==> src/rtl/wb_regfile_scoreboard_if.sv <==
// Bus bundle between the WB/ID stages and the register file with scoreboard.
// The master side drives the write, read and mark requests. The slave side returns read data and busy flags.
interface wb_regfile_scoreboard_if #(
    parameter int DATA_WIDTH = 32,
    parameter int ADDR_WIDTH = 5
);
    logic                  WB_regwrite_i;
    logic [ADDR_WIDTH-1:0] WB_rd_add_i;
    logic [DATA_WIDTH-1:0] WB_data_write_reg_i;
    logic [ADDR_WIDTH-1:0] ID_rs1_add_i;
    logic [ADDR_WIDTH-1:0] ID_rs2_add_i;
    logic [DATA_WIDTH-1:0] ID_rs1_data_o;
    logic [DATA_WIDTH-1:0] ID_rs2_data_o;
    logic                  ID_mark_valid_i;
    logic [ADDR_WIDTH-1:0] ID_mark_add_i;
    logic                  flush_i;
    logic                  ID_rs1_busy_o;
    logic                  ID_rs2_busy_o;
    logic [ADDR_WIDTH:0]   pending_cnt_o;

    modport master (
        output WB_regwrite_i, WB_rd_add_i, WB_data_write_reg_i,
        output ID_rs1_add_i, ID_rs2_add_i, ID_mark_valid_i, ID_mark_add_i, flush_i,
        input  ID_rs1_data_o, ID_rs2_data_o, ID_rs1_busy_o, ID_rs2_busy_o, pending_cnt_o
    );

    modport slave (
        input  WB_regwrite_i, WB_rd_add_i, WB_data_write_reg_i,
        input  ID_rs1_add_i, ID_rs2_add_i, ID_mark_valid_i, ID_mark_add_i, flush_i,
        output ID_rs1_data_o, ID_rs2_data_o, ID_rs1_busy_o, ID_rs2_busy_o, pending_cnt_o
    );
endinterface

==> src/rtl/wb_regfile_scoreboard.sv <==
// Architectural register file with write-to-read bypass and a per-register pending-write scoreboard.
// Register x0 is hard-wired to zero. Its scoreboard bit is always clear.
module wb_regfile_scoreboard #(
    parameter int DATA_WIDTH = 32,
    parameter int NUM_REGS   = 32
) (
    input  logic                  clk,
    input  logic                  rst_n,
    wb_regfile_scoreboard_if.slave bus
);
    localparam int ADDR_WIDTH = $clog2(NUM_REGS);

    logic [DATA_WIDTH-1:0] regs [NUM_REGS];
    logic [NUM_REGS-1:0]   sb;
    logic [NUM_REGS-1:0]   sb_next;
    logic [ADDR_WIDTH:0]   cnt;
    logic [ADDR_WIDTH:0]   cnt_next;

    logic wr_en;
    logic mark_en;
    logic cnt_inc;
    logic cnt_dec;
    logic rs1_hit;
    logic rs2_hit;

    assign wr_en   = bus.WB_regwrite_i && (bus.WB_rd_add_i != '0);
    assign mark_en = bus.ID_mark_valid_i && (bus.ID_mark_add_i != '0);
    assign rs1_hit = bus.WB_regwrite_i && (bus.WB_rd_add_i == bus.ID_rs1_add_i);
    assign rs2_hit = bus.WB_regwrite_i && (bus.WB_rd_add_i == bus.ID_rs2_add_i);

    always_ff @(posedge clk or negedge rst_n) begin
        if (!rst_n) begin
            for (int i = 0; i < NUM_REGS; i++) begin
                regs[i] <= '0;
            end
        end else if (wr_en) begin
            regs[bus.WB_rd_add_i] <= bus.WB_data_write_reg_i;
        end
    end

    // The mark is applied after the clear, so a same-address mark from a younger instruction wins.
    always_comb begin
        sb_next = sb;
        if (bus.flush_i) begin
            sb_next = '0;
        end else begin
            if (wr_en) begin
                sb_next[bus.WB_rd_add_i] = 1'b0;
            end
            if (mark_en) begin
                sb_next[bus.ID_mark_add_i] = 1'b1;
            end
        end
        sb_next[0] = 1'b0;
    end

    // The count tracks the popcount incrementally; inc and dec only fire on real bit transitions.
    always_comb begin
        cnt_inc  = mark_en && !sb[bus.ID_mark_add_i];
        cnt_dec  = wr_en && sb[bus.WB_rd_add_i]
                   && !(mark_en && (bus.ID_mark_add_i == bus.WB_rd_add_i));
        cnt_next = cnt;
        if (bus.flush_i) begin
            cnt_next = '0;
        end else if (cnt_inc && !cnt_dec) begin
            cnt_next = cnt + 1'b1;
        end else if (cnt_dec && !cnt_inc) begin
            cnt_next = cnt - 1'b1;
        end
    end

    always_ff @(posedge clk or negedge rst_n) begin
        if (!rst_n) begin
            sb  <= '0;
            cnt <= '0;
        end else begin
            sb  <= sb_next;
            cnt <= cnt_next;
        end
    end

    // Reads are gated by reset so a bypassed write cannot leak through while reset is held.
    always_comb begin
        bus.ID_rs1_data_o = '0;
        if (rst_n && (bus.ID_rs1_add_i != '0)) begin
            bus.ID_rs1_data_o = rs1_hit ? bus.WB_data_write_reg_i : regs[bus.ID_rs1_add_i];
        end
    end

    always_comb begin
        bus.ID_rs2_data_o = '0;
        if (rst_n && (bus.ID_rs2_add_i != '0)) begin
            bus.ID_rs2_data_o = rs2_hit ? bus.WB_data_write_reg_i : regs[bus.ID_rs2_add_i];
        end
    end

    assign bus.ID_rs1_busy_o = sb[bus.ID_rs1_add_i] && !rs1_hit;
    assign bus.ID_rs2_busy_o = sb[bus.ID_rs2_add_i] && !rs2_hit;
    assign bus.pending_cnt_o = cnt;

endmodule

==> src/flat_wrapper.sv <==
// flat-port wrapper written by rule: the top's interface ports become plain ports
module wb_regfile_scoreboard_flat 
#(
    parameter int DATA_WIDTH = 32,
    parameter int NUM_REGS   = 32
)
  (clk, rst_n, bus_WB_regwrite_i, bus_WB_rd_add_i, bus_WB_data_write_reg_i, bus_ID_rs1_add_i, bus_ID_rs2_add_i, bus_ID_mark_valid_i, bus_ID_mark_add_i, bus_flush_i, bus_ID_rs1_data_o, bus_ID_rs2_data_o, bus_ID_rs1_busy_o, bus_ID_rs2_busy_o, bus_pending_cnt_o);
  wb_regfile_scoreboard_if #(.DATA_WIDTH(DATA_WIDTH), .ADDR_WIDTH(5)) bus_i ();
  input  logic clk;
  input  logic rst_n;
  input wire logic [$bits(bus_i.WB_regwrite_i)-1:0] bus_WB_regwrite_i;
  input wire logic [$bits(bus_i.WB_rd_add_i)-1:0] bus_WB_rd_add_i;
  input wire logic [$bits(bus_i.WB_data_write_reg_i)-1:0] bus_WB_data_write_reg_i;
  input wire logic [$bits(bus_i.ID_rs1_add_i)-1:0] bus_ID_rs1_add_i;
  input wire logic [$bits(bus_i.ID_rs2_add_i)-1:0] bus_ID_rs2_add_i;
  input wire logic [$bits(bus_i.ID_mark_valid_i)-1:0] bus_ID_mark_valid_i;
  input wire logic [$bits(bus_i.ID_mark_add_i)-1:0] bus_ID_mark_add_i;
  input wire logic [$bits(bus_i.flush_i)-1:0] bus_flush_i;
  output wire logic [$bits(bus_i.ID_rs1_data_o)-1:0] bus_ID_rs1_data_o;
  output wire logic [$bits(bus_i.ID_rs2_data_o)-1:0] bus_ID_rs2_data_o;
  output wire logic [$bits(bus_i.ID_rs1_busy_o)-1:0] bus_ID_rs1_busy_o;
  output wire logic [$bits(bus_i.ID_rs2_busy_o)-1:0] bus_ID_rs2_busy_o;
  output wire logic [$bits(bus_i.pending_cnt_o)-1:0] bus_pending_cnt_o;
  assign bus_i.WB_regwrite_i = bus_WB_regwrite_i;
  assign bus_i.WB_rd_add_i = bus_WB_rd_add_i;
  assign bus_i.WB_data_write_reg_i = bus_WB_data_write_reg_i;
  assign bus_i.ID_rs1_add_i = bus_ID_rs1_add_i;
  assign bus_i.ID_rs2_add_i = bus_ID_rs2_add_i;
  assign bus_i.ID_mark_valid_i = bus_ID_mark_valid_i;
  assign bus_i.ID_mark_add_i = bus_ID_mark_add_i;
  assign bus_i.flush_i = bus_flush_i;
  assign bus_ID_rs1_data_o = bus_i.ID_rs1_data_o;
  assign bus_ID_rs2_data_o = bus_i.ID_rs2_data_o;
  assign bus_ID_rs1_busy_o = bus_i.ID_rs1_busy_o;
  assign bus_ID_rs2_busy_o = bus_i.ID_rs2_busy_o;
  assign bus_pending_cnt_o = bus_i.pending_cnt_o;
  wb_regfile_scoreboard #(.DATA_WIDTH(DATA_WIDTH), .NUM_REGS(NUM_REGS)) u_core (.clk(clk), .rst_n(rst_n), .bus(bus_i));
endmodule
==> config.mk <==
export PLATFORM = sky130hd
export DESIGN_NAME = wb_regfile_scoreboard_flat
export DESIGN_NICKNAME = d
export VERILOG_FILES = /design/src/rtl/wb_regfile_scoreboard_if.sv /design/src/rtl/wb_regfile_scoreboard.sv /design/src/flat_wrapper.sv
export SDC_FILE = /design/constraint.sdc
export NUM_CORES = 2
export LEC_CHECK = 0
export BUFFER_PORTS_ARGS = -buffer_cell sky130_fd_sc_hd__buf_2
export CORE_MARGIN = 3
export CORE_UTILIZATION = 57
export DETAILED_ROUTE_END_ITERATION = 10
export PLACE_DENSITY = 0.76
export SLEW_MARGIN = 40
export SYNTH_ARGS = -nofsm -noshare
export SYNTH_HDL_FRONTEND = slang
export SYNTH_SLANG_ARGS = --single-unit
==> constraint.sdc <==
create_clock -name clk -period 4.13 [get_ports clk]
set_clock_uncertainty 0.1 [all_clocks]
set_input_delay 1.0325 -clock clk [delete_from_list [all_inputs] [get_ports clk]]
set_output_delay 1.0325 -clock clk [all_outputs]
set_load 0.01 [all_outputs]
## After elaboration in Yosys (flattened, before gate mapping)

Cells that the tools add are included.

- Flip-flop bits (word level): 1061
- Bits in latches: 0
- Bits in writable memories: 0
- Memory bits (read-only): 0
- Bits of input ports: 57
- Output and inout port bits: 72
- Word-level logic and storage cells: 115
- Memories: 0

- Add/sub/neg operators: 2
- Multiply operators: 0
- Divide/modulo/power cells: 0
- Order comparisons: 10
- Equal/unequal tests: 3
- Shift-type cells: 0
- Mux-type cells: 32
- Bitwise operators: 6
- Reductions and logical operators: 28

Operators with widths:

| operator | number |
|---|---|
| $bwmux 1024 | 1 |
| $mux 32 | 13 |
| $bmux 32 s5 | 2 |
| $demux 32 s5 | 1 |
| $and 32x32->32 | 1 |
| $not 32->32 | 1 |
| $or 32x32->32 | 1 |
| $lt 5x6->1 const B | 4 |
| $bmux 1 s5 | 4 |
| $reduce_bool 5->1 | 4 |
| $ge 6x6->1 const B | 3 |
| $mux 6 | 3 |
| $not 5->6 | 3 |
| $logic_and 1x1->1 | 17 |
| $eq 5x5->1 | 3 |
| $demux 1 s5 | 2 |
| $ge 5x1->1 const B | 2 |
| $add 6x1->6 const B | 1 |
| $logic_not 1->1 | 6 |
| $lt 6x1->1 const B | 1 |
| $mux 1 | 6 |
| $sub 6x1->6 const B | 1 |
| $reduce_bool 3->1 | 1 |

## Longest topological paths before layout

- Word-level depth: 11
- Depth in mapped cells: 17
- Gate-level depth less buffers: 14

## Worst setup path after synthesis

Ideal clock, no wire load.

- Kind: input to output
- From: input port bus_ID_rs2_add_i[0]
- To: output port bus_ID_rs2_data_o[10]
- Arrival: 3.016 ns
- Required time: 2.998 ns
- Path slack: -0.018 ns
- Stages: 7
- Buffers on the path: 3
- Cell sequence: clkbuf_1 -> buf_2 -> buf_2 -> mux4_2 -> mux4_2 -> mux2i_1 -> a211oi_1

- Cells in the longest elaborated chain, start to end: 6
- Elaborated cells on any way between the ends: 10
- Classes of those cells: 1 x eq/ne; 5 x mux; 1 x bitwise; 3 x reduce/logical

RTL lines:

| element | line | RTL |
|---|---|---|
| from (decl) | flat_wrapper.sv:15 | `input wire logic [$bits(bus_i.ID_rs2_add_i)-1:0] bus_ID_rs2_add_i;` |
| $not 5->6 (not written as such) | wb_regfile_scoreboard.sv:93 | `bus.ID_rs2_data_o = rs2_hit ? bus.WB_data_write_reg_i : regs[bus.ID_rs2_add_i];` |
| $bmux 32 s5 | wb_regfile_scoreboard.sv:93 |  |
| $mux 32 (not written as such) (2 in series) | wb_regfile_scoreboard.sv:93 |  |
| $mux 32 | wb_regfile_scoreboard.sv:93 |  |
| $mux 32 * | wb_regfile_scoreboard.sv:92 | `if (rst_n && (bus.ID_rs2_add_i != '0)) begin` |
| to (decl) | flat_wrapper.sv:20 | `output wire logic [$bits(bus_i.ID_rs2_data_o)-1:0] bus_ID_rs2_data_o;` |

Every way passes the cells marked *; elsewhere a longest branch is shown, timed or not. The select of a mux whose other input is x is not followed.

## Worst setup path in the final report

- From: input port bus_ID_rs1_add_i[0]
- To: output port bus_ID_rs1_data_o[16]

- Cells in the longest elaborated chain, start to end: 6
- Elaborated cells on any way between the ends: 10
- Classes of those cells: 1 x eq/ne; 5 x mux; 1 x bitwise; 3 x reduce/logical

RTL lines:

| element | line | RTL |
|---|---|---|
| from (decl) | flat_wrapper.sv:14 | `input wire logic [$bits(bus_i.ID_rs1_add_i)-1:0] bus_ID_rs1_add_i;` |
| $not 5->6 (not written as such) | wb_regfile_scoreboard.sv:86 | `bus.ID_rs1_data_o = rs1_hit ? bus.WB_data_write_reg_i : regs[bus.ID_rs1_add_i];` |
| $bmux 32 s5 | wb_regfile_scoreboard.sv:86 |  |
| $mux 32 (not written as such) (2 in series) | wb_regfile_scoreboard.sv:86 |  |
| $mux 32 | wb_regfile_scoreboard.sv:86 |  |
| $mux 32 * | wb_regfile_scoreboard.sv:85 | `if (rst_n && (bus.ID_rs1_add_i != '0)) begin` |
| to (decl) | flat_wrapper.sv:19 | `output wire logic [$bits(bus_i.ID_rs1_data_o)-1:0] bus_ID_rs1_data_o;` |

Marks and branches as above.

==> results.txt <==
The run finished, with violations left. The checks that failed: setup timing. The average cell area after synthesis came out at 15.96 sq um. TritonCTS built the clock tree. In this run the power density over the cells is 466.7 mW/mm^2.

For this design, the CTS-stage hold fixing added 0 buffers. The final critical path time including I/O delays and setup is 4321 ps. The slowest stage of the critical path belongs to the cell sky130_fd_sc_hd__mux4_2. The logs give 0.05749 sq mm for the synthesized area and 3,601 for the number of instances in the synthesized netlist.

The tree built by TritonCTS fans out to 1,061 sinks. The number of warnings printed during yosys synthesis is 0. The tools report the residual overflow from global routing as 0.

The tools report the root buffer cell as sky130_fd_sc_hd__clkbuf_16. The run gives 297.1 ps as the worst hold slack. The startpoint identified for the worst register-to-register timing path is u_core.sb[19]$_DFF_PN0_. For this run, design rule violations remaining after detail routing come to 0. Row generation in the floorplan step produced 115 rows.

Synthesis inferred 1,061 register bits. For the worst-skew pair, the clock arrives at the later sink with an insertion delay of 690 ps. Entering global routing, the biggest net connects 158 pins. The first global-routing pass estimated 264,000 um of wire.

The critical path goes through buf_12 > buf_16 > buf_12 > buf_4 > mux4_2 > mux4_2 > mux2i_1 > a211oi_1 > buf_4 > buf_2. The wire-length estimate of the detail-placed layout is 103,100 um. In the global route stage, overall resource usage came out at 34.55%.

Of the cells placed in the final design, the portion with a size suffix greater than 1 is 62.85%. The logs give 37 for the number of failing setup endpoints in the final timing report and 57.99% for the starting density of the core. Max-cap violations in this run came to 0. The worst slack at placement was -369.7 ps. In the routed layout, each cell is associated on average with a via count of 7.249. The leakage power total was 29.19 nW. The remaining antenna violation count is 0.

Worst setup path startpoint: bus_ID_rs1_add_i[0]. The run gives 39,670 as the number of global-route vias before repair. The area growth from synthesis to layout is 17.46%.

In this run the horizontal extent of the chip is 323.6 um. For this block, the routed nets add up to 178,300 um of wire. The number of nets handed over by synthesis was 3,663. The multi-input combinational cells in the finished layout cover a total of 0.02967 sq mm.

The register area is 0.02655 sq mm, and the total I/O pin count is 129. For the pin with the worst max-slew slack, the measured transition is 831.6 ps. The worst min-delay path category was flip-flop to flip-flop. The ratio of final minimum period to clock period was 104.6%; the final routed wire length divided by cell count was 34.50 um.

In this run the vertical extent of the chip is 323.6 um. STA classifies the critical path startpoint as an input pin. The placeable core region is 0.09914 sq mm, and the number of hold violations in the final report is 0. Buffers inserted during clock tree synthesis total 111.

For the relative slew slack, the log shows 44.56%. The synthesized design contains 0 enable-type register cells. The data required time of the worst path is 3000 ps. In this run the worst path has a maximum fanout of 9. For this run, the slowest stage of the critical path takes 490 ps. Timing would allow up to 231.4 MHz. Of all flip-flops after synthesis, the portion carrying an async set or reset was 100.0%. The iteration-0 DRC count of the detailed router is 4,057. Clock transition at the register clock pins on the worst setup and hold paths after CTS: 60 ps. The type of the setup path with the least slack is input pin to output pin. The most used flip-flop cell after synthesis is sky130_fd_sc_hd__dfrtp_1. The overall via count from detail_route is 37,450, and the number of distinct standard cells referenced by the synthesized netlist is 50. The number of nets in the finished design came out at 3,841. Counting along the longest clock path gives a buffer depth of 3. The tools report the endpoint class of the critical path as an output pin. Setup repair after global routing could not meet its margin everywhere.

Data arrives at the worst endpoint at 3190 ps. Among cell families on the critical path, the largest total delay comes from multiplexers. The tools report the layout filler cell count as 6,240. The final estimated routing congestion in global placement was 0.9120.

In this run the number of H-tree levels came out at 3. The number of antenna violations at the first check in global routing was 4; the minimum setup slack in the final design was -190.6 ps. In this run the most critical hold path is launched from u_core.regs[1002]$_DFFE_PN0P_. The number of max-slew violations in the final report was 0; the die area was 0.1047 sq mm. The tools report the worst ir drop on vdd as 401.0 uV. Port buffering added 128 buffers. Together, buffers and inverters on the worst path number 6. The portion of the post-synthesis area used by sequential elements was 46.19%; the number of detailed-routing iterations run before antenna repair was 5.
## routing by layer
metal / up-vias / global-route usage (%) / part of all wire, %
met5: - / 0 / 0
met4: 0 / 17.28 / 5.2
met3: 534 / 8.660 / 9.9
met2: 2240 / 53.82 / 47
met1: 20210 / 45.92 / 37
li1: 14470 / - / -
## layout by cell type, fill, tap and decap left out, types with 9 or more instances in the layout
| cell | netlist | routed |
|---|---|---|
| sky130_fd_sc_hd__buf_12 | 0 | 108 |
| sky130_fd_sc_hd__a211oi_2 | 0 | 24 |
| sky130_fd_sc_hd__nand2_2 | 0 | 13 |
| sky130_fd_sc_hd__mux4_2 | 664 | 664 |
| sky130_fd_sc_hd__buf_6 | 1 | 21 |
| sky130_fd_sc_hd__mux2i_2 | 0 | 17 |
| sky130_fd_sc_hd__a22oi_1 | 18 | 18 |
| sky130_fd_sc_hd__clkbuf_8 | 0 | 21 |
| sky130_fd_sc_hd__dfrtp_1 | 1061 | 1061 |
| sky130_fd_sc_hd__mux2i_1 | 74 | 50 |
| sky130_fd_sc_hd__clkinv_2 | 0 | 28 |
| sky130_fd_sc_hd__mux2_2 | 1001 | 1001 |
| sky130_fd_sc_hd__clkbuf_1 | 265 | 16 |
| sky130_fd_sc_hd__buf_16 | 0 | 31 |
| sky130_fd_sc_hd__bufinv_16 | 0 | 17 |
| sky130_fd_sc_hd__buf_4 | 0 | 193 |
| sky130_fd_sc_hd__buf_2 | 105 | 117 |
| sky130_fd_sc_hd__nor2_4 | 0 | 15 |
| sky130_fd_sc_hd__nand2_1 | 37 | 24 |
| sky130_fd_sc_hd__nor2_1 | 111 | 96 |
| sky130_fd_sc_hd__a211oi_1 | 64 | 39 |
| sky130_fd_sc_hd__clkbuf_16 | 0 | 120 |
| sky130_fd_sc_hd__buf_8 | 0 | 9 |
| sky130_fd_sc_hd__o21ai_0 | 18 | 18 |
| sky130_fd_sc_hd__xor2_1 | 15 | 15 |
| sky130_fd_sc_hd__a21oi_1 | 18 | 18 |
## repair_timing
item                       in CTS  in global routing
gates resized for setup        76                 50
gates cloned                   16                  8
setup buffers                  25                  8
pin swaps                       7                 12
setup endpoints to repair      65                 56
## Yosys cell counts, types with 2 or more instances
cell	instances	area [sq um]
sky130_fd_sc_hd__o21ai_1	2	10.01
sky130_fd_sc_hd__and2_1	5	31.28
sky130_fd_sc_hd__mux2_2	1001	11270
sky130_fd_sc_hd__xor2_1	15	131.4
sky130_fd_sc_hd__a31oi_1	2	12.51
sky130_fd_sc_hd__o21ai_0	18	90.09
sky130_fd_sc_hd__or3_1	2	12.51
sky130_fd_sc_hd__buf_1	54	202.7
sky130_fd_sc_hd__nor3b_1	5	37.54
sky130_fd_sc_hd__nand3_1	10	50.05
sky130_fd_sc_hd__ha_1	4	50.05
sky130_fd_sc_hd__xnor2_1	4	35.03
sky130_fd_sc_hd__buf_2	105	525.5
sky130_fd_sc_hd__mux4_1	3	78.83
sky130_fd_sc_hd__nor2b_1	6	37.54
sky130_fd_sc_hd__nand4b_1	2	17.52
sky130_fd_sc_hd__nand2b_1	4	25.02
sky130_fd_sc_hd__a21oi_1	18	90.09
sky130_fd_sc_hd__nand3b_1	3	22.52
sky130_fd_sc_hd__mux2i_1	74	740.7
sky130_fd_sc_hd__or4_1	2	15.01
sky130_fd_sc_hd__dfrtp_1	1061	26550
sky130_fd_sc_hd__mux4_2	664	14950
sky130_fd_sc_hd__a22o_1	3	26.28
sky130_fd_sc_hd__nand2_1	37	138.9
sky130_fd_sc_hd__nor2_1	111	416.7
sky130_fd_sc_hd__a22oi_1	18	135.1
sky130_fd_sc_hd__o211a_1	2	20.02
sky130_fd_sc_hd__a211oi_1	64	480.5
sky130_fd_sc_hd__and3_1	2	12.51
sky130_fd_sc_hd__o22ai_1	4	25.02
sky130_fd_sc_hd__nand4_1	3	18.77
sky130_fd_sc_hd__nor3_1	4	20.02
sky130_fd_sc_hd__inv_1	6	22.52
sky130_fd_sc_hd__clkbuf_1	265	994.7
sky130_fd_sc_hd__a21o_1	2	15.01
sky130_fd_sc_hd__nor4_1	3	18.77
## power by group
group	total (mW)	internal [mW]	switching (mW)	leakage [nW]
Combinational	6.87	4.31	2.56	13.6
Sequential	13.8	12.3	1.50	13.7
Clock	10.8	6.42	4.41	1.95
Total	31.5	23.0	8.47	29.2
## state kept, by name, summed over array words and instances (netlist names)
name,flops
u_core.bus.pending_cnt_o,6
u_core.regs,1024
u_core.sb,31
## area by class of cell
| type | count | area share, % |
|---|---|---|
| multi-input cells | 2109 | 43.94 |
| flip-flops and latches | 1061 | 39.32 |
| repair buffers | 490 | 8.442 |
| clock buffers | 148 | 4.647 |
| well taps | 1287 | 2.385 |
| clock inverters | 62 | 1.217 |
| inverters | 6 | 0.03335 |
| diodes | 4 | 0.01482 |
## final timing paths
check	end	cells past startpoint	slack (ps)
min reg2reg	u_core.regs[1002]$_DFFE_PN0P_	0	300
max in group asynchronous	u_core.regs[437]$_DFFE_PN0P_	4	2030
max	bus_ID_rs1_data_o[16]	10	-190
min in group asynchronous	u_core.regs[350]$_DFFE_PN0P_	2	380
min	u_core.regs[1002]$_DFFE_PN0P_	0	300
max reg2reg	u_core.bus.pending_cnt_o[4]$_DFFE_PN0P_	14	640
## worst reg2reg max path, stage by stage, from the launching register on
cell and delay (ps):
sky130_fd_sc_hd__dfrtp_1 450, sky130_fd_sc_hd__mux4_2 490, sky130_fd_sc_hd__a22o_1 240, sky130_fd_sc_hd__a41o_1 220, sky130_fd_sc_hd__nor4_1 210, sky130_fd_sc_hd__buf_4 180
sky130_fd_sc_hd__nand2_1 70, sky130_fd_sc_hd__buf_4 150, sky130_fd_sc_hd__ha_1 290, sky130_fd_sc_hd__buf_4 140, sky130_fd_sc_hd__a21o_1 150, sky130_fd_sc_hd__a21oi_1 170
sky130_fd_sc_hd__xor2_1 160, sky130_fd_sc_hd__nor2_1 60, sky130_fd_sc_hd__mux2_2 290
## stage by stage
stage | power [mW] | TNS [ps] | utilization (%) | std cells | area (sq um)
after floorplan | 18.21 | -162.7 | - | 3601 | 57510
after global placement | 19.89 | -10020 | 62.50 | 4899 | 61960
after detailed placement | 20.42 | -10830 | 62.54 | 4900 | 62000
after CTS | 31.40 | -2666 | 67.61 | 5150 | 67020
after global routing | 32.63 | -4585 | 68.11 | 5166 | 67520
final | 31.51 | -2725 | 68.11 | 5167 | 67520
## cell families after synthesis
| logic type | count (synthesis) | share of synthesized area, % |
|---|---|---|
| buffers and inverters | 431 | 3.056 |
| muxes | 1742 | 47.05 |
| xor gates and xnor gates | 20 | 0.3374 |
| and+or+nand+nor | 204 | 1.602 |
| DFF | 1061 | 46.19 |
| AOI/OAI and AO/OA | 138 | 1.650 |
| adders and majority gates | 5 | 0.1219 |
Note: power is estimated with default switching activity, not from simulation.
